[config.mk]
export PLATFORM = sky130hd
export DESIGN_NAME = ahb_arbiter
export DESIGN_NICKNAME = d
export VERILOG_FILES = /design/src/rtl/ahb_arbiter.sv
export SDC_FILE = /design/constraint.sdc
export NUM_CORES = 1
export LEC_CHECK = 0
export ABC_CLOCK_PERIOD_IN_PS = 2250
export CAP_MARGIN = 5
export CORE_AREA = 5 5 49 51
export DETAILED_ROUTE_END_ITERATION = 10
export DIE_AREA = 0 0 54 56
export GPL_TIMING_DRIVEN = 0
export PLACE_DENSITY = 0.6
export SLEW_MARGIN = 40
export SYNTH_ARGS = -nofsm -noshare
export SYNTH_HDL_FRONTEND = slang
export SYNTH_SLANG_ARGS = --single-unit
[constraint.sdc]
create_clock -name hclk -period 2.25 [get_ports hclk]
set_clock_uncertainty 0.1 [all_clocks]
set_input_delay 0.45 -clock hclk [delete_from_list [all_inputs] [get_ports hclk]]
set_output_delay 0.45 -clock hclk [all_outputs]
set_load 0.02 [all_outputs]
[src/rtl/ahb_arbiter.sv]
// Three-master round-robin bus arbiter with burst and lock awareness.
// Grants move only at transfer boundaries; fixed bursts and locked sequences are never split.
module ahb_arbiter #(
  parameter int unsigned DEFAULT_MASTER = 0
) (
  input  logic       hclk,
  input  logic       hreset,
  input  logic       hbusreq_0,
  input  logic       hbusreq_1,
  input  logic       hbusreq_2,
  input  logic       hlock_0,
  input  logic       hlock_1,
  input  logic       hlock_2,
  input  logic [1:0] htrans,
  input  logic [2:0] hburst,
  input  logic       hready,
  output logic       hgrant_0,
  output logic       hgrant_1,
  output logic       hgrant_2,
  output logic [1:0] hmaster,
  output logic [1:0] hmaster_data,
  output logic       hmastlock
);

  localparam logic [1:0] DefMaster = 2'(DEFAULT_MASTER);
  localparam logic [1:0] TransIdle   = 2'b00;
  localparam logic [1:0] TransNonseq = 2'b10;
  localparam logic [1:0] TransSeq    = 2'b11;

  typedef enum logic [1:0] {Park, Owned, Locked} state_e;

  state_e      state_q;
  logic [1:0]  master_q, master_d;
  logic [1:0]  masterData_q;
  logic        mastLock_q;
  logic [3:0]  beatsLeft_q, beatsLeft_d;
  logic [2:0]  busReq, lockReq;
  logic [1:0]  cand1, cand2;
  logic        arbOpen, ownerLock, nextLock, anyReq;

  assign busReq  = {hbusreq_2, hbusreq_1, hbusreq_0};
  assign lockReq = {hlock_2, hlock_1, hlock_0};
  assign anyReq  = |busReq;

  function automatic logic bitAt(input logic [2:0] v, input logic [1:0] idx);
    case (idx)
      2'd0:    return v[0];
      2'd1:    return v[1];
      2'd2:    return v[2];
      default: return 1'b0;
    endcase
  endfunction

  function automatic logic [1:0] nextIdx(input logic [1:0] m);
    return (m == 2'd2) ? 2'd0 : m + 2'd1;
  endfunction

  // A SEQ with beatsLeft <= 1 is either the final fixed-burst beat or an INCR beat.
  always_comb begin
    ownerLock = bitAt(lockReq, master_q);
    arbOpen   = 1'b0;
    if (hready && !ownerLock) begin
      case (htrans)
        TransIdle:   arbOpen = 1'b1;
        TransNonseq: arbOpen = (hburst == 3'b000) || (hburst == 3'b001);
        TransSeq:    arbOpen = (beatsLeft_q <= 4'd1);
        default:     arbOpen = 1'b0;
      endcase
    end
  end

  always_comb begin
    cand1    = nextIdx(master_q);
    cand2    = nextIdx(cand1);
    master_d = master_q;
    if (arbOpen) begin
      if (bitAt(busReq, cand1))         master_d = cand1;
      else if (bitAt(busReq, cand2))    master_d = cand2;
      else if (bitAt(busReq, master_q)) master_d = master_q;
      else                              master_d = DefMaster;
    end
    nextLock = bitAt(lockReq, master_d);
  end

  always_comb begin
    beatsLeft_d = beatsLeft_q;
    if (hready) begin
      if (htrans == TransNonseq) begin
        case (hburst)
          3'b010, 3'b011: beatsLeft_d = 4'd3;
          3'b100, 3'b101: beatsLeft_d = 4'd7;
          3'b110, 3'b111: beatsLeft_d = 4'd15;
          default:        beatsLeft_d = 4'd0;
        endcase
      end else if (htrans == TransSeq && beatsLeft_q != 4'd0) begin
        beatsLeft_d = beatsLeft_q - 4'd1;
      end
    end
  end

  always_ff @(posedge hclk) begin
    if (hreset) begin
      state_q      <= Park;
      master_q     <= DefMaster;
      masterData_q <= DefMaster;
      mastLock_q   <= 1'b0;
      beatsLeft_q  <= 4'd0;
    end else begin
      master_q    <= master_d;
      beatsLeft_q <= beatsLeft_d;
      if (hready) begin
        masterData_q <= master_q;
        mastLock_q   <= nextLock;
        case (state_q)
          Park:    if (anyReq) state_q <= Owned;
          Owned: begin
            if (ownerLock)            state_q <= Locked;
            else if (arbOpen && !anyReq) state_q <= Park;
          end
          Locked:  if (arbOpen) state_q <= anyReq ? Owned : Park;
          default: state_q <= Park;
        endcase
      end
    end
  end

  assign hmaster      = master_q;
  assign hmaster_data = masterData_q;
  assign hmastlock    = mastLock_q;
  assign hgrant_0     = (master_q == 2'd0);
  assign hgrant_1     = (master_q == 2'd1);
  assign hgrant_2     = (master_q == 2'd2);

endmodule

After elaboration in Yosys (flattened, before gate mapping)
Cells that the tools add are included.
W data, S select, Z words.
{"block": "word_totals", "ff_bits": 9, "input_bits": 14, "output_inout_bits": 8, "elab_cells": 63}
{"block": "op_classes", "addsub": 3, "magnitude_cmp": 1, "n_eq_ne": 17, "muxes": 22, "n_reduce_logical": 16}
{"operator": "$pmux W1 S3", "count": 6}
{"operator": "$eq A2 B2 Y1 const B", "count": 6}
{"operator": "$eq A3 B3 Y1 const B", "count": 4}
{"operator": "$mux W2", "count": 6}
{"operator": "$pmux W4 S3", "count": 1}
{"operator": "$logic_not A2 Y1", "count": 5}
{"operator": "$eq A2 B1 Y1 const B", "count": 4}
{"operator": "$mux W4", "count": 2}
{"operator": "$mux W1", "count": 7}
{"operator": "$eq A3 B2 Y1 const B", "count": 2}
{"operator": "$reduce_or A2 Y1", "count": 3}
{"operator": "$add A2 B1 Y2 const B", "count": 2}
{"operator": "$le A4 B1 Y1 const B", "count": 1}
{"operator": "$reduce_bool A4 Y1", "count": 1}
{"operator": "$sub A4 B1 Y4 const B", "count": 1}
{"operator": "$eq A3 B1 Y1 const B", "count": 1}
{"operator": "$logic_not A3 Y1", "count": 1}
{"operator": "$logic_and A1 B1 Y1", "count": 2}
{"operator": "$reduce_and A2 Y1", "count": 1}
{"operator": "$reduce_bool A2 Y1", "count": 1}
{"operator": "$logic_not A1 Y1", "count": 1}
{"operator": "$logic_or A1 B1 Y1", "count": 1}

Logic depth before layout (Yosys ltp)
{"block": "depth", "ltp_word": 17, "ltp_mapped": 8}

Least setup slack after synthesis
No wires, ideal clock.
{"block": "synth_timing", "path_kind": "reg2reg", "startpoint": "register master_q[0] (netlist: hmaster[0])", "endpoint": "register mastLock_q (netlist: hmastlock)", "t_arrival_ns": 2.001, "path_slack_ns": 0.016, "stages_incl_launch_ff": 7, "path_cell_list": "dfxtp_1 mux2_1 a221o_1 nor3_4 mux2_4 nor4b_1 a211oi_2"}
{"block": "synth_between", "elab_chain_len": 13}
{"item": "start: declaration", "line": "33", "source": "logic [1:0] master_q, master_d;"}
{"item": "start signal: assignment", "line": "104", "source": "master_q <= DefMaster;"}
{"item": "start signal: assignment", "line": "109", "source": "master_q <= master_d;"}
{"item": "$add A2 B1 Y2 or $eq A2 B2 Y1 (tied branches)", "line": "55, 46"}
{"item": "$mux W2", "line": "55", "source": "return (m == 2'd2) ? 2'd0 : m + 2'd1;"}
{"item": "$add A2 B1 Y2 or $eq A2 B2 Y1 (tied branches)", "line": "55, 46"}
{"item": "$mux W2", "line": "55"}
{"item": "$eq A2 B2 Y1, or another cell as far along", "line": "46", "source": "case (idx)"}
{"item": "$pmux W1 S3", "line": "46"}
{"item": "$mux W1", "line": "77", "source": "if (bitAt(busReq, cand1)) master_d = cand1;"}
{"item": "$mux W1", "line": "76", "source": "if (arbOpen) begin"}
{"item": "$mux W2", "line": "78", "source": "else if (bitAt(busReq, cand2)) master_d = cand2;"}
{"item": "$mux W2", "line": "77"}
{"item": "$mux W2 *", "line": "76"}
{"item": "$eq A2 B2 Y1, or another cell as far along", "line": "46"}
{"item": "$pmux W1 S3 *", "line": "46"}
{"item": "end signal: assignment", "line": "113", "source": "mastLock_q <= nextLock;"}
{"item": "end: declaration", "line": "35", "source": "logic mastLock_q;"}
Mark *: on every way between the ends. The rest lies on a longest branch, timed or not. The select of a mux whose other input is x is not followed.
A chain may end at the register's enable or synchronous reset.

Worst setup path in the final report
{"block": "layout_timing", "startpoint": "input port hlock_1", "endpoint": "register mastLock_q (netlist: hmastlock)"}
{"block": "layout_between", "elab_chain_len": 7}
{"item": "start: declaration", "line": "12", "source": "input logic hlock_1,"}
{"item": "$pmux W1 S3", "line": "46"}
{"item": "$logic_not A1 Y1", "line": "62", "source": "if (hready && !ownerLock) begin"}
{"item": "$logic_and A1 B1 Y1", "line": "62"}
{"item": "$mux W1", "line": "62"}
{"item": "$mux W2", "line": "76"}
{"item": "$eq A2 B2 Y1, or another cell as far along", "line": "46"}
{"item": "$pmux W1 S3 *", "line": "46"}
Mark *: on every way between the ends. The rest lies on a longest branch, timed or not.

==> results by group <==
Final layout
  • # diodes: 0
  • Fillers: 196
  • Syn-to-layout area delta: 45.56%
  • Layout net count: 127
  • Fraction of layout instances using a drive strength above 1: 17.43%
  • Most frequent cells in the layout: 18 x nor2_1, 15 x clkdlybuf4s50_1, 8 x dfxtp_1, 6 x o21ai_0, 5 x a21oi_1
  • Commonest non-fill, non-tap cell in the layout: nor2_1

Run
  • Max Cap Viol: 0

Floorplanning
  • Starting Density: 33.36%
  • Core area: 1902 µm²
  • Die height: 56 µm
  • Rows: 16
  • Io pins: 22
  • Die W: 54 µm
  • Die area: 3024 µm²

Pwr
  • Final Power: 434.3 µW
  • Leak pwr: 0.0003669 µW
  • IR drop worst, VDD: 218.0 µV
  • PwrDens: 470.3 nW/µm²

Timing
  • Fin Setup TNS: 0 ps
  • Hold Slack: 394.5 ps
  • Final hold violation count: 0
  • Worst Setup Slack, final: 58.12 ps
  • Setup violators final: 0
  • Fin. max-slew vios: 0
  • Worst slew pin tran: 572.2 ps
  • Max_slew headroom: 61.68%
  • Max Freq: 456.2 MHz
  • Clock period minus worst slack: 2192 ps
  • Fin crit share: 97.42%

Routing
  • WL final: 1.649 mm
  • Residual DRC count: 0
  • Vias per cell: 4.779
  • Drt first pass iters: 3
  • Vias post-DR: 650
  • Post-DR wirelength/cell: 12.13 µm
  • Iteration-0 DRC Markers: 6
  • Routed Antenna Nets: 0

Logic synthesis
  • Synth unique cells: 29
  • Avg Synthesized Cell Area: 7.552 µm²
  • Post-Syn Area: 634.4 µm²
  • #FFs+latches synth: 9
  • Post-synthesis sequential area ratio: 28.40%
  • Post-Synthesis Cells: 84
  • Synthesized Nets: 101
  • Yosys warnings: 0

Worst setup path
  • Crit path max-delay family: multiplexers
  • Reg2reg start: beatsLeft_q[0]$_SDFFE_PP0P_
  • Arrival time worst endpoint: 2260 ps
  • Worst setup EP type: flop
  • Reg-to-reg endpoint: hmastlock$_SDFFE_PP0P_
  • Crit path cell chain: dlygate4sd2_1 -> mux2_4 -> a221o_1 -> nor3_4 -> mux2_4 -> or2_1 -> a211oi_2
  • Startpoint types: primary input
  • Reg2reg path depth: 8
  • Crit Path Max Fanout: 3
  • Critical Path RT: 2320 ps
  • Max incr delay on CP: 370 ps
  • Setup Crit Path Kind: primary input to flop
  • R2R setup slack: 80 ps
  • Worst Path Buf+Inv: 1
  • Setup crit end: hmastlock$_SDFFE_PP0P_
  • Most used cell, CP: mux2_4
  • Worst-path cell with the longest stage delay: a221o_1
  • WP depth: 7
  • Critical path origin: hlock_1

Clock network
  • Max Root-Sink Buffers: 2
  • Worst-path clk slew: 60 ps
  • TritonCTS clock tree: done
  • Sink Count: 9
  • CTS Buf Count: 3
  • Clock latency on the worst-skew pair: 250 ps
  • CTS Root Cell: clkbuf_4
  • H-tree depth: 1

GRT
  • Top Usage Layer GRT: met2
  • First-pass GRT wire length: 2.670 mm
  • Met1 usage: 16.32%
  • GR Util met3: 2.145%
  • Vias in the first global route: 605
  • Largest net degree at the start of global routing: 10
  • GR Overflow Total: 0
  • GR Util All Layers: 11.69%
  • Initial antenna violation count: 0
  • Met2 Usage GRT: 16.96%

Placement
  • Hpwl dp: 1.284 mm
  • Dpl ws: -377.4 ps
  • IO Port Bufs: 18
  • Final GP Congestion: 0.8285

Min path
  • Hold Crit Class: flop to flop

Run status
  • Status: complete, no violations
-- worst reg2reg max path: stages, from the launching register on --
cell and delay, ps:
dfxtp_1 350, inv_2 90, ha_2 190, nor2_1 60, o31a_1 290, nor3_4 220, mux2_4 340, or2_1 240
a211oi_2 210
-- what timing repair did --
item,in CTS,in global routing
buffers inserted,3,0
setup endpoints to repair,1,1
pin swaps,4,1
hold buffers,0,0
resized for setup,8,5
-- how the worst min path moves through the flow --
stage	end	startpoint	slack, ps	depth (start not counted)
finish	hmaster_data[0]$_SDFFE_PP0P_	hmaster_data[0]$_SDFFE_PP0P_	390	2
global route	hmaster_data[0]$_SDFFE_PP0P_	hmaster_data[0]$_SDFFE_PP0P_	440	2
CTS	hmaster_data[0]$_SDFFE_PP0P_	hmaster_data[0]$_SDFFE_PP0P_	410	2
detailed placement	hmaster_data[0]$_SDFFE_PP0P_	hmaster_data[0]$_SDFFE_PP0P_	380	2
global placement	hmaster_data[0]$_SDFFE_PP0P_	hmaster_data[0]$_SDFFE_PP0P_	380	2
floorplan	beatsLeft_q[3]$_SDFFE_PP0P_	beatsLeft_q[3]$_SDFFE_PP0P_	400	2
-- layout make-up --
type | instances | area [µm²] | share of cell area [%]
buffer | 2 | 7.507 | 0.8130
clock buffer | 4 | 26.28 | 2.846
inverter | 6 | 22.52 | 2.439
multi-input combinational | 67 | 445.4 | 48.24
sequential | 9 | 183.9 | 19.92
tap | 27 | 33.78 | 3.659
timing repair buffer | 21 | 203.9 | 22.09
-- synth_stat cells, drive strengths merged --
master,instances,share of area (%)
a211oi,1,2.0
a21oi,5,3.9
a221o,1,1.6
a22oi,2,2.4
a2bb2oi,1,1.4
a31oi,2,2.0
and3,1,0.99
buf,1,0.59
clkbuf,1,0.59
dfxtp,9,28
ha,3,5.9
inv,6,3.6
mux2,2,4.1
mux2i,2,3.2
nand2,4,2.4
nand2b,3,3.0
nand3,1,0.79
nor2,18,11
nor2b,4,3.9
nor3,3,4.1
nor4b,1,1.4
o21ai,7,6.1
o31a,2,2.8
o31ai,2,2.4
or2,2,2.0
-- kinds of logic (layout without fill, tap and decap cells) --
kind of cell / count (synthesis) / in the layout / synth area share, %
flip-flops: 9 / 9 / 28.40
multiplexers: 4 / 4 / 7.297
AO/OA/AOI/OAI: 23 / 23 / 24.46
adder cells (fa/ha/maj): 3 / 3 / 5.918
buffers and inverters: 8 / 33 / 4.732
AND/OR/NAND/NOR: 37 / 37 / 29.19
-- report_power, final --
part | switching [µW] | internal, µW
clock | 47.3 | 67.8
combinational | 71.1 | 70.7
sequential | 9.31 | 168
total | 128 | 307
-- registers in the layout, summed over array words and instances, names as in the netlist --
name          flops
beatsLeft_q       4
hmaster           2
hmaster_data      2
hmastlock         1
-- per-layer routing --
metal / vias to the layer above / share of wire (%)
met5: - / 0
met4: 0 / 1.4
met3: 4 / 4.2
met2: 9 / 48
met1: 297 / 46
li1: 340 / -
-- metrics by stage --
stage          instance area, µm²  utilization [%]  instances
2_1_floorplan               634.4                -         84
3_3_place_gp                848.3            44.61        129
3_5_place_dp                848.3            44.61        129
4_1_cts                     915.9            48.16        136
5_1_grt                     923.4            48.55        136
6_report                    923.4            48.55        136
No activity file was read; power rests on OpenSTA's default activity.
